[src/rtl/chaos_ks_pkg.sv]
// Shared types for the chaotic-map keystream scheduler: FSM states and the
// per-iteration byte index.
package chaos_ks_pkg;

   localparam int BYTES_PER_ITER = 3;
   localparam int IDX_W          = $clog2(BYTES_PER_ITER);

   typedef logic [IDX_W-1:0] byte_idx_t;

   localparam byte_idx_t LAST_IDX = byte_idx_t'(BYTES_PER_ITER - 1);

   typedef enum logic [2:0] {
      IDLE,
      STEP,
      WAIT,
      EXTRACT,
      LATCH,
      EMIT
   } ks_state_t;

endpackage

[src/rtl/ks_byte_serializer.sv]
// Serialises the low bytes of the three extractor mantissas into a byte
// stream; the index advances on each accepted byte and wraps after the last.
module ks_byte_serializer
   import chaos_ks_pkg::*;
(
   input  logic        clk,
   input  logic        rst,
   input  logic        clear,
   input  logic        advance,
   input  logic [22:0] ex1,
   input  logic [22:0] ex2,
   input  logic [22:0] ex3,
   output logic [7:0]  byte_data,
   output logic        last_byte
);

   byte_idx_t idx;

   assign last_byte = (idx == LAST_IDX);

   always_ff @(posedge clk or posedge rst) begin
      if (rst)
         idx <= '0;
      else if (clear)
         idx <= '0;
      else if (advance)
         idx <= last_byte ? '0 : byte_idx_t'(idx + 1'b1);
   end

   always_comb begin
      byte_data = ex1[7:0];
      case (idx)
         byte_idx_t'(1): byte_data = ex2[7:0];
         byte_idx_t'(2): byte_data = ex3[7:0];
         default:        byte_data = ex1[7:0];
      endcase
   end

   // Only the low byte of each mantissa feeds the keystream.
   logic unused_ex_hi;
   assign unused_ex_hi = ^{ex1[22:8], ex2[22:8], ex3[22:8]};

endmodule

[src/rtl/keystream_scheduler.sv]
// Sequences chaotic-map iterations, mantissa extraction and byte emission.
// Optional warm-up discard is built only when KS_WARMUP_EN is defined.
module keystream_scheduler
   import chaos_ks_pkg::*;
#(
   parameter int WARMUP_ITERS = 16,
   parameter int CNT_W        = 16
) (
   input  logic             clk,
   input  logic             rst,
   input  logic             start,
   input  logic             stop,
   output logic             map_start,
   input  logic             map_done,
   output logic             enable_extract,
   input  logic [22:0]      ex1,
   input  logic [22:0]      ex2,
   input  logic [22:0]      ex3,
   output logic [7:0]       ks_data,
   output logic             ks_valid,
   input  logic             ks_ready,
   output logic             busy,
   output logic [CNT_W-1:0] iter_count
);

   ks_state_t  state, state_nxt;
   logic       start_ok, xfer, last_byte, iter_done, warm_left;
   logic [7:0] byte_data;

   assign start_ok  = (state == IDLE) && start && !stop;
   assign xfer      = (state == EMIT) && ks_ready;
   assign iter_done = xfer && last_byte && !stop;

`ifdef KS_WARMUP_EN
   logic [CNT_W-1:0] warmup;

   always_ff @(posedge clk or posedge rst) begin
      if (rst)
         warmup <= '0;
      else if (start_ok)
         warmup <= CNT_W'(WARMUP_ITERS);
      else if (state == WAIT && map_done && !stop && warm_left)
         warmup <= warmup - 1'b1;
   end

   assign warm_left = (warmup != '0);
`else
   assign warm_left = 1'b0;

   logic unused_warmup_iters;
   assign unused_warmup_iters = ^WARMUP_ITERS;
`endif

   always_ff @(posedge clk or posedge rst) begin
      if (rst)
         state <= IDLE;
      else
         state <= state_nxt;
   end

   always_comb begin
      state_nxt      = state;
      map_start      = 1'b0;
      enable_extract = 1'b0;
      ks_valid       = 1'b0;
      ks_data        = '0;
      busy           = (state != IDLE);
      case (state)
         IDLE:    if (start) state_nxt = STEP;
         STEP:    begin
                     map_start = 1'b1;
                     state_nxt = WAIT;
                  end
         WAIT:    if (map_done) state_nxt = warm_left ? STEP : EXTRACT;
         EXTRACT: begin
                     enable_extract = 1'b1;
                     state_nxt      = LATCH;
                  end
         LATCH:   state_nxt = EMIT;
         EMIT:    begin
                     ks_valid = 1'b1;
                     ks_data  = byte_data;
                     if (xfer && last_byte) state_nxt = STEP;
                  end
         default: state_nxt = IDLE;
      endcase
      // Abort wins over every other transition, including start and map_done.
      if (stop) state_nxt = IDLE;
   end

   always_ff @(posedge clk or posedge rst) begin
      if (rst)
         iter_count <= '0;
      else if (start_ok)
         iter_count <= '0;
      else if (iter_done)
         iter_count <= iter_count + 1'b1;
   end

   ks_byte_serializer u_ser (
      .clk       (clk),
      .rst       (rst),
      .clear     (stop || (state != EMIT)),
      .advance   (xfer),
      .ex1       (ex1),
      .ex2       (ex2),
      .ex3       (ex3),
      .byte_data (byte_data),
      .last_byte (last_byte)
   );

endmodule

[config.mk]
export PLATFORM = sky130hd
export DESIGN_NAME = keystream_scheduler
export DESIGN_NICKNAME = d
export VERILOG_FILES = /design/src/rtl/chaos_ks_pkg.sv /design/src/rtl/ks_byte_serializer.sv /design/src/rtl/keystream_scheduler.sv
export SDC_FILE = /design/constraint.sdc
export NUM_CORES = 1
export LEC_CHECK = 0
export ABC_CLOCK_PERIOD_IN_PS = 3080
export BUFFER_PORTS_ARGS = -buffer_cell sky130_fd_sc_hd__clkbuf_2
export CAP_MARGIN = 15
export CORE_ASPECT_RATIO = 0.75
export CORE_MARGIN = 1
export CORE_UTILIZATION = 30
export DETAILED_ROUTE_END_ITERATION = 7
export PLACE_DENSITY = 0.64
export REMOVE_ABC_BUFFERS = 1
export SLEW_MARGIN = 20
export SYNTH_ARGS = -nofsm -noshare
export SYNTH_HDL_FRONTEND = slang
export SYNTH_SLANG_ARGS = --single-unit
[constraint.sdc]
create_clock -name clk -period 3.08 [get_ports clk]
set_input_delay 0.616 -clock clk [delete_from_list [all_inputs] [get_ports clk]]
set_output_delay 0.616 -clock clk [all_outputs]
set_load 0.01 [all_outputs]
==> impl_results.md, run 1 <==
- Status: finished clean
- First-pass GRT wire length: 5840 um
- RSZ-0062 raised after global routing: false
- Setup bufs post-CTS: 0
- Buffers on Ports: 57
- Most frequent cells in the layout: clkbuf_2 (57), dfrtp_1 (21), nor2_1 (13), nand2_1 (13), a22oi_1 (9)
- Cells after synthesis: 164
- Root Driver: clkbuf_8
- Area of the multi-input gates: 816 um2
- Routed wire length: 3590 um
- Clk pwr share: 32.0%
- Flop pwr share: 52.0%
- Via count: 1391
- Final Hold Viols: 0
- Final #Nets: 293
- Pint: 416 uW
- Skew-Pair Late Insertion Delay: 0.26 ns
- Leak: 0.000880 uW
- Post-detail-place hpwl: 2660 um
- Full die area: 0.00509 mm2
- Post-synth top flop: dfrtp_1
- Worst setup path class: register to output pin
- Antenna cell count: 0
- Worst Tran Pin Value: 0.823 ns
- Yosys reg bits: 21
- Data required time of the worst path: 2.46 ns
- Post-route ant nets: 0
- Post-cts repair resize count: 0
- Post-synth EDFFs: 0
- Initial core utilization: 31.7%
- Finish-stage setup viols: 0
- Synth Cell Area: 0.00144 mm2
- Dpl ws: 0.911 ns
- Die W: 82.1 um
- NetSw: 148 uW
- Commonest non-fill, non-tap cell in the layout: clkbuf_2
- Clock Tree Buf Depth: 2
- Violation count after the first detailed-routing iteration: 59
- Combinational power share: 16.0%
- VDD IR max: 145 uV
- Hold Crit Class: primary input to asynchronous set/reset pin
- TritonCTS buffer count: 3
- Final cycle utilization of the critical path: 79.8%
- Distinct cell type count after synthesis: 44
- P&R area growth vs syn: 23.6%
- Worst rel slew slack: 45.1%
- Setup crit start kind: register
- Cell row count: 21
- Clk sinks: 21
- Power Density: 316 mW/mm2
- Syn avg cell area: 8.80 um2
- Yosys warning count: 0
- Max Clock Freq: 0.407 GHz
- Sw Ratio: 26.3%
- Power after layout: 564 uW
- Clock Skew: 0.00856 ns
- DR DRC count: 0
- Pin count of the biggest net entering global routing: 22
- CP max FO: 16
- Drt pass-1 iters: 4
- Fillcell total: 461
- Number of global-route vias before repair: 1258
- Max cap viols: 0
- Share of layout cells above drive strength 1: 32.1%
- Number of vias per cell: 5.17
- Average wire per standard cell: 13.3 um
- Core box area: 0.00455 mm2
- H-tree Lvls: 1
- Synth async-reset ratio: 100%
- Clock transition at the registers of the reported paths: 0.08 ns
- Final Critical Period: 2.46 ns
- Fin Setup TNS: 0 ns
- CTS tree: yes
- Total grt overflow: 0
- Die H: 62.1 um
- Sequential area share after synthesis: 36.4%
- WP data arrival: 1.84 ns
- Initial antenna violation count: 0
- Final slew viol count: 0
- Critical Path End Type: output pin
- Cell area after layout: 0.00178 mm2
- IO Pins: 103
- Post-DP Area: 0.00174 mm2
- Sequential cell area: 526 um2
- CTS Hold Bufs: 0
- PnR worst setup slack: 0.622 ns
- Gr usage total: 15.1%
- Gp weighted congestion: 0.706
[through the flow]
| step | hold WS [ns] | cells | utilization (%) |
|---|---|---|---|
| finish | 0.482 | 269 | 39.2 |
| global route | 0.533 | 269 | 39.2 |
| CTS | 0.505 | 269 | 39.2 |
| detailed placement | 0.494 | 265 | 38.2 |
| global placement | 0.488 | 265 | 38.2 |
| floorplan | 0.526 | 150 | - |
[worst max-delay path, stage by stage (launching register included)]
cell	delay, ns
dfrtp_1	0.39
inv_1	0.07
ha_1	0.59
nor2_1	0.11
a211oi_1	0.25
clkbuf_2	0.18
[synthesized netlist by cell type, types with 6 or more instances]
cell,instances,area [um2]
dfrtp_1,21,526
nand2_1,13,48.8
nor2_1,13,48.8
a22oi_1,9,67.6
a211oi_1,8,60.1
a21oi_1,8,40.0
o21ai_0,8,40.0
inv_1,6,22.5
nand4_1,6,37.5
[final cells by class]
type / count / area share [%]
Tap cell: 57 / 4.00
Sequential cell: 21 / 29.5
Multi-Input combinational cell: 122 / 45.8
Clock inverter: 1 / 0.281
Clock buffer: 3 / 2.32
Inverter: 7 / 1.75
Timing Repair Buffer: 58 / 16.4
[sequential cells by signal, summed over array words and instances (netlist names)]
| register | count |
|---|---|
| state | 3 |
| u_ser.idx | 2 |
| iter_count | 16 |
[worst paths after layout]
| kind | from | endpoint | slack (ns) | cells past startpoint |
|---|---|---|---|---|
| max | u_ser.idx[0]$_DFFE_PP0P_ | ks_data[1] | 0.62 | 5 |
| min | rst | iter_count[3]$_DFFE_PP0P_ | 0.48 | 2 |
| max reg2reg | u_ser.idx[0]$_DFFE_PP0P_ | iter_count[15]$_DFFE_PP0P_ | 0.98 | 6 |
| min reg2reg | iter_count[7]$_DFFE_PP0P_ | iter_count[7]$_DFFE_PP0P_ | 0.50 | 1 |
| max in group asynchronous | rst | iter_count[12]$_DFFE_PP0P_ | 2.08 | 2 |
| min in group clk | iter_count[7]$_DFFE_PP0P_ | iter_count[7]$_DFFE_PP0P_ | 0.50 | 1 |
[logic make-up after synthesis]
| group | count (synthesis) | synth area share (%) |
|---|---|---|
| DFF | 21 | 36.4 |
| xor gates and xnor gates | 3 | 1.82 |
| muxes | 5 | 3.47 |
| adders and majority gates | 5 | 4.34 |
| AOI/OAI and AO/OA | 48 | 21.9 |
| buffers and inverters | 21 | 7.03 |
| and+or+nand+nor | 61 | 25.1 |
[power by group through the flow]
stage	clock network [uW]	logic (uW)	registers [uW]
floorplan	0	53.8	296
global placement	0	90.3	298
detailed placement	0	91.5	299
CTS	187	91.5	293
global route	199	102	294
finish	180	90.3	293
[per-layer routing]
metal	track usage [%]	part of all wire (%)
met2	24.6	45
met1	20.3	49
met3	4.82	5.5
met4	2.01	0
met5	0	0
(Power assumes the default switching activity.)
==> inputs of run 2 (changes only) <==
--- a/config.mk
+++ b/config.mk
@@ -5,7 +5,7 @@
 export SDC_FILE = /design/constraint.sdc
 export NUM_CORES = 1
 export LEC_CHECK = 0
-export ABC_CLOCK_PERIOD_IN_PS = 3080
+export ABC_CLOCK_PERIOD_IN_PS = 2400
 export BUFFER_PORTS_ARGS = -buffer_cell sky130_fd_sc_hd__clkbuf_2
 export CAP_MARGIN = 15
 export CORE_ASPECT_RATIO = 0.75
==> constraint.sdc (replaced) <==
create_clock -name clk -period 2.4 [get_ports clk]
set_input_delay 0.48 -clock clk [delete_from_list [all_inputs] [get_ports clk]]
set_output_delay 0.48 -clock clk [all_outputs]
set_load 0.01 [all_outputs]
==> run 2 against run 1 <==
Against the previous run:
- worst setup slack worse by 0.42 ns
- clock power is 31% higher
- wire length hardly changed
- first-iteration DRC count is 49% higher
- global-route usage is 0.23 points higher
- utilization is 0.39 points higher
- combinational power is 46% higher
- via count is 0.65% lower
- hold slack worse by 0.13 ns
- critical path type unchanged
- flip-flop and latch count stayed put
- clock-buffer cell count stayed put
- largest cell class unchanged
- die area stayed put
==> impl_results.md, run 2 (same netlist as run 1, synthesis figures left out) <==
- Initial antenna violation count: 0 (unchanged)
- Post-route ant nets: 0 (unchanged)
- Max cap viols: 0 (unchanged)
- Die W: 82.1 um (unchanged)
- Clk pwr share: 32.2% (was 32.0%)
- Power Density: 407 mW/mm2 (was 316 mW/mm2)
- Worst Tran Pin Value: 0.911 ns (was 0.823 ns)
- Share of layout cells above drive strength 1: 33.2% (was 32.1%)
- DR DRC count: 0 (unchanged)
- Critical-path cell list: inv_1 -> ha_2 -> nor2_1 -> a211oi_1 -> clkbuf_2 (was inv_1 -> ha_1 -> nor2_1 -> a211oi_1 -> clkbuf_2)
- Max FFs per register: 16 (unchanged)
- Via count: 1382 (was 1391)
- Area of the multi-input gates: 818 um2 (was 816 um2)
- P&R area growth vs syn: 24.8% (was 23.6%)
- CTS tree: yes (unchanged)
- Routed wire length: 3590 um (about the same)
- Data required time of the worst path: 1.92 ns (was 2.46 ns)
- Worst setup path class: register to output pin (unchanged)
- Total grt overflow: 0 (unchanged)
- TritonCTS buffer count: 3 (unchanged)
- Final #Nets: 295 (was 293)
- VDD IR max: 221 uV (was 145 uV)
- Pint: 538 uW (was 416 uW)
- Violation count after the first detailed-routing iteration: 88 (was 59)
- Clock transition at the registers of the reported paths: 0.08 ns (about the same)
- Max Clock Freq: 0.456 GHz
- Post-cts repair resize count: 0 (unchanged)
- CTS Hold Bufs: 0 (unchanged)
- Root Driver: clkbuf_8 (unchanged)
- H-tree Lvls: 1 (unchanged)
- Dpl ws: 0.205 ns (was 0.911 ns)
- Final cycle utilization of the critical path: 91.4%
- Final slew viol count: 0 (unchanged)
- Reg-to-reg startpoint: u_ser.idx[0]$_DFFE_PP0P_ (unchanged)
- Fin Setup TNS: 0 ns (unchanged)
- Cell row count: 21 (unchanged)
- Hold Crit Class: primary input to asynchronous set/reset pin (unchanged)
- Full die area: 0.00509 mm2 (unchanged)
- Flop pwr share: 49.8% (was 52.0%)
- WP data arrival: 1.71 ns (was 1.84 ns)
- First-pass GRT wire length: 5820 um (was 5840 um)
- Clock Skew: 0.00124 ns (was 0.00856 ns)
- CP max FO: 16 (unchanged)
- IO Pins: 103 (unchanged)
- Initial core utilization: 31.7% (unchanged)
- CP bufs+invs: 2 (unchanged)
- Post-detail-place hpwl: 2700 um (was 2660 um)
- Slowest CP cell: ha_2 (was ha_1)
- Setup crit start kind: register (unchanged)
- CP delay by family, top: adder cells (unchanged)
- Average wire per standard cell: 13.3 um (about the same)
- Sequential cell area: 526 um2 (unchanged)
- RSZ-0062 raised after global routing: false (unchanged)
- R2R setup slack: 0.29 ns (was 0.98 ns)
- FF-to-FF path depth: 6 (unchanged)
- Gp weighted congestion: 0.714 (was 0.706)
- Combinational power share: 18.0% (was 16.0%)
- Final std cells w/o fill: 271 (was 269)
- Critical Path End Type: output pin (unchanged)
- Final Critical Period: 2.19 ns
- Number of global-route vias before repair: 1227 (was 1258)
- Die H: 62.1 um (unchanged)
- Status: finished clean (unchanged)
- Number of vias per cell: 5.10 (was 5.17)
- Pin count of the biggest net entering global routing: 22 (unchanged)
- Gr usage total: 15.3% (was 15.1%)
- Top flop regs: iter_count: 16 flops, state: 3 flops, u_ser.idx: 2 flops (unchanged)
- Clk sinks: 21 (unchanged)
- Antenna cell count: 0 (unchanged)
- FF-to-FF End: iter_count[10]$_DFFE_PP0P_ (was iter_count[15]$_DFFE_PP0P_)
- Core box area: 0.00455 mm2 (unchanged)
- Commonest non-fill, non-tap cell in the layout: clkbuf_2 (unchanged)
- Leak: 0.000891 uW (was 0.000880 uW)
- Inst Count DP: 267 (was 265)
- Util after Layout: 39.6% (was 39.2%)
- Setup bufs post-CTS: 0 (unchanged)
- Slowest stage delay, CP: 0.48 ns (was 0.59 ns)
- Clock Tree Buf Depth: 2 (unchanged)
- Final Hold Viols: 0 (unchanged)
- Sw Ratio: 26.6% (was 26.3%)
- Finish-stage setup viols: 0 (unchanged)
- Fillcell total: 447 (was 461)
- PnR worst setup slack: 0.207 ns (was 0.622 ns)
- Buffers on Ports: 57 (unchanged)
- NetSw: 195 uW (was 148 uW)
- Cell area after layout: 0.00180 mm2 (was 0.00178 mm2)
- Most frequent cells in the layout: clkbuf_2 (57), dfrtp_1 (21), nor2_1 (13), nand2_1 (13), a22oi_1 (9) (unchanged)
- Worst rel slew slack: 39.2% (was 45.1%)
- Skew-Pair Late Insertion Delay: 0.26 ns (about the same)
- Biggest register: iter_count (unchanged)
- Drt pass-1 iters: 4 (unchanged)
- Post-DP Area: 0.00175 mm2 (was 0.00174 mm2)
==> run 2: changes by cell type in the layout (fill, tap and decap cells not counted), sizes merged <==
cell	before	now
buf	1	3
==> run 2: layout make-up <==
| cell class | count | area share [%] |
|---|---|---|
| clock buffers | 3 | 2.29 |
| clock inverters | 1 | 0.278 |
| inverters | 7 | 1.74 |
| multi-input cells | 122 | 45.4 |
| flip-flops and latches | 21 | 29.2 |
| well taps | 57 | 3.96 |
| repair buffers | 60 | 17.1 |
==> run 2: how the worst max path moves through the flow <==
stage / start / end / cells past startpoint
after global routing: u_ser.idx[1]$_DFFE_PP0P_ / ks_data[0] / 5
after detailed placement: stop / iter_count[10]$_DFFE_PP0P_ / 5
after floorplan: u_ser.idx[0]$_DFFE_PP0P_ / iter_count[10]$_DFFE_PP0P_ / 6
final: u_ser.idx[0]$_DFFE_PP0P_ / ks_data[3] / 5
after CTS: u_ser.idx[0]$_DFFE_PP0P_ / ks_data[4] / 5
after global placement: stop / iter_count[10]$_DFFE_PP0P_ / 5
==> run 2: through the flow <==
| stage | hold WS [ns] | total power (uW) |
|---|---|---|
| after floorplan | 0.457 | 449 |
| after global placement | 0.490 | 504 |
| after detailed placement | 0.505 | 505 |
| after CTS | 0.374 | 747 |
| after global routing | 0.425 | 773 |
| final | 0.352 | 733 |
==> run 2: worst reg2reg max path: stages (launching register included) <==
cell     delay [ns]
dfrtp_1        0.40
inv_1          0.08
ha_1           0.20
and3b_1        0.27
a22oi_1        0.76
o21ai_0        0.21
o31ai_1        0.10
==> run 2: power by group through the flow <==
stage               Clock (uW)  Sequential [uW]  Combinational (uW)
finish                     236              365                 132
global route               258              366                 149
CTS                        249              365                 133
detailed placement           0              372                 133
global placement             0              372                 132
floorplan                    0              379                69.1
==> run 2: metal layers <==
metal  GRT usage [%]  wire, um  up-vias
met3            4.67       183        2
met2            23.4      1540       29
li1                -         -      705
met1            21.6      1850      646
met5               0         0        -
met4            2.76        13        0
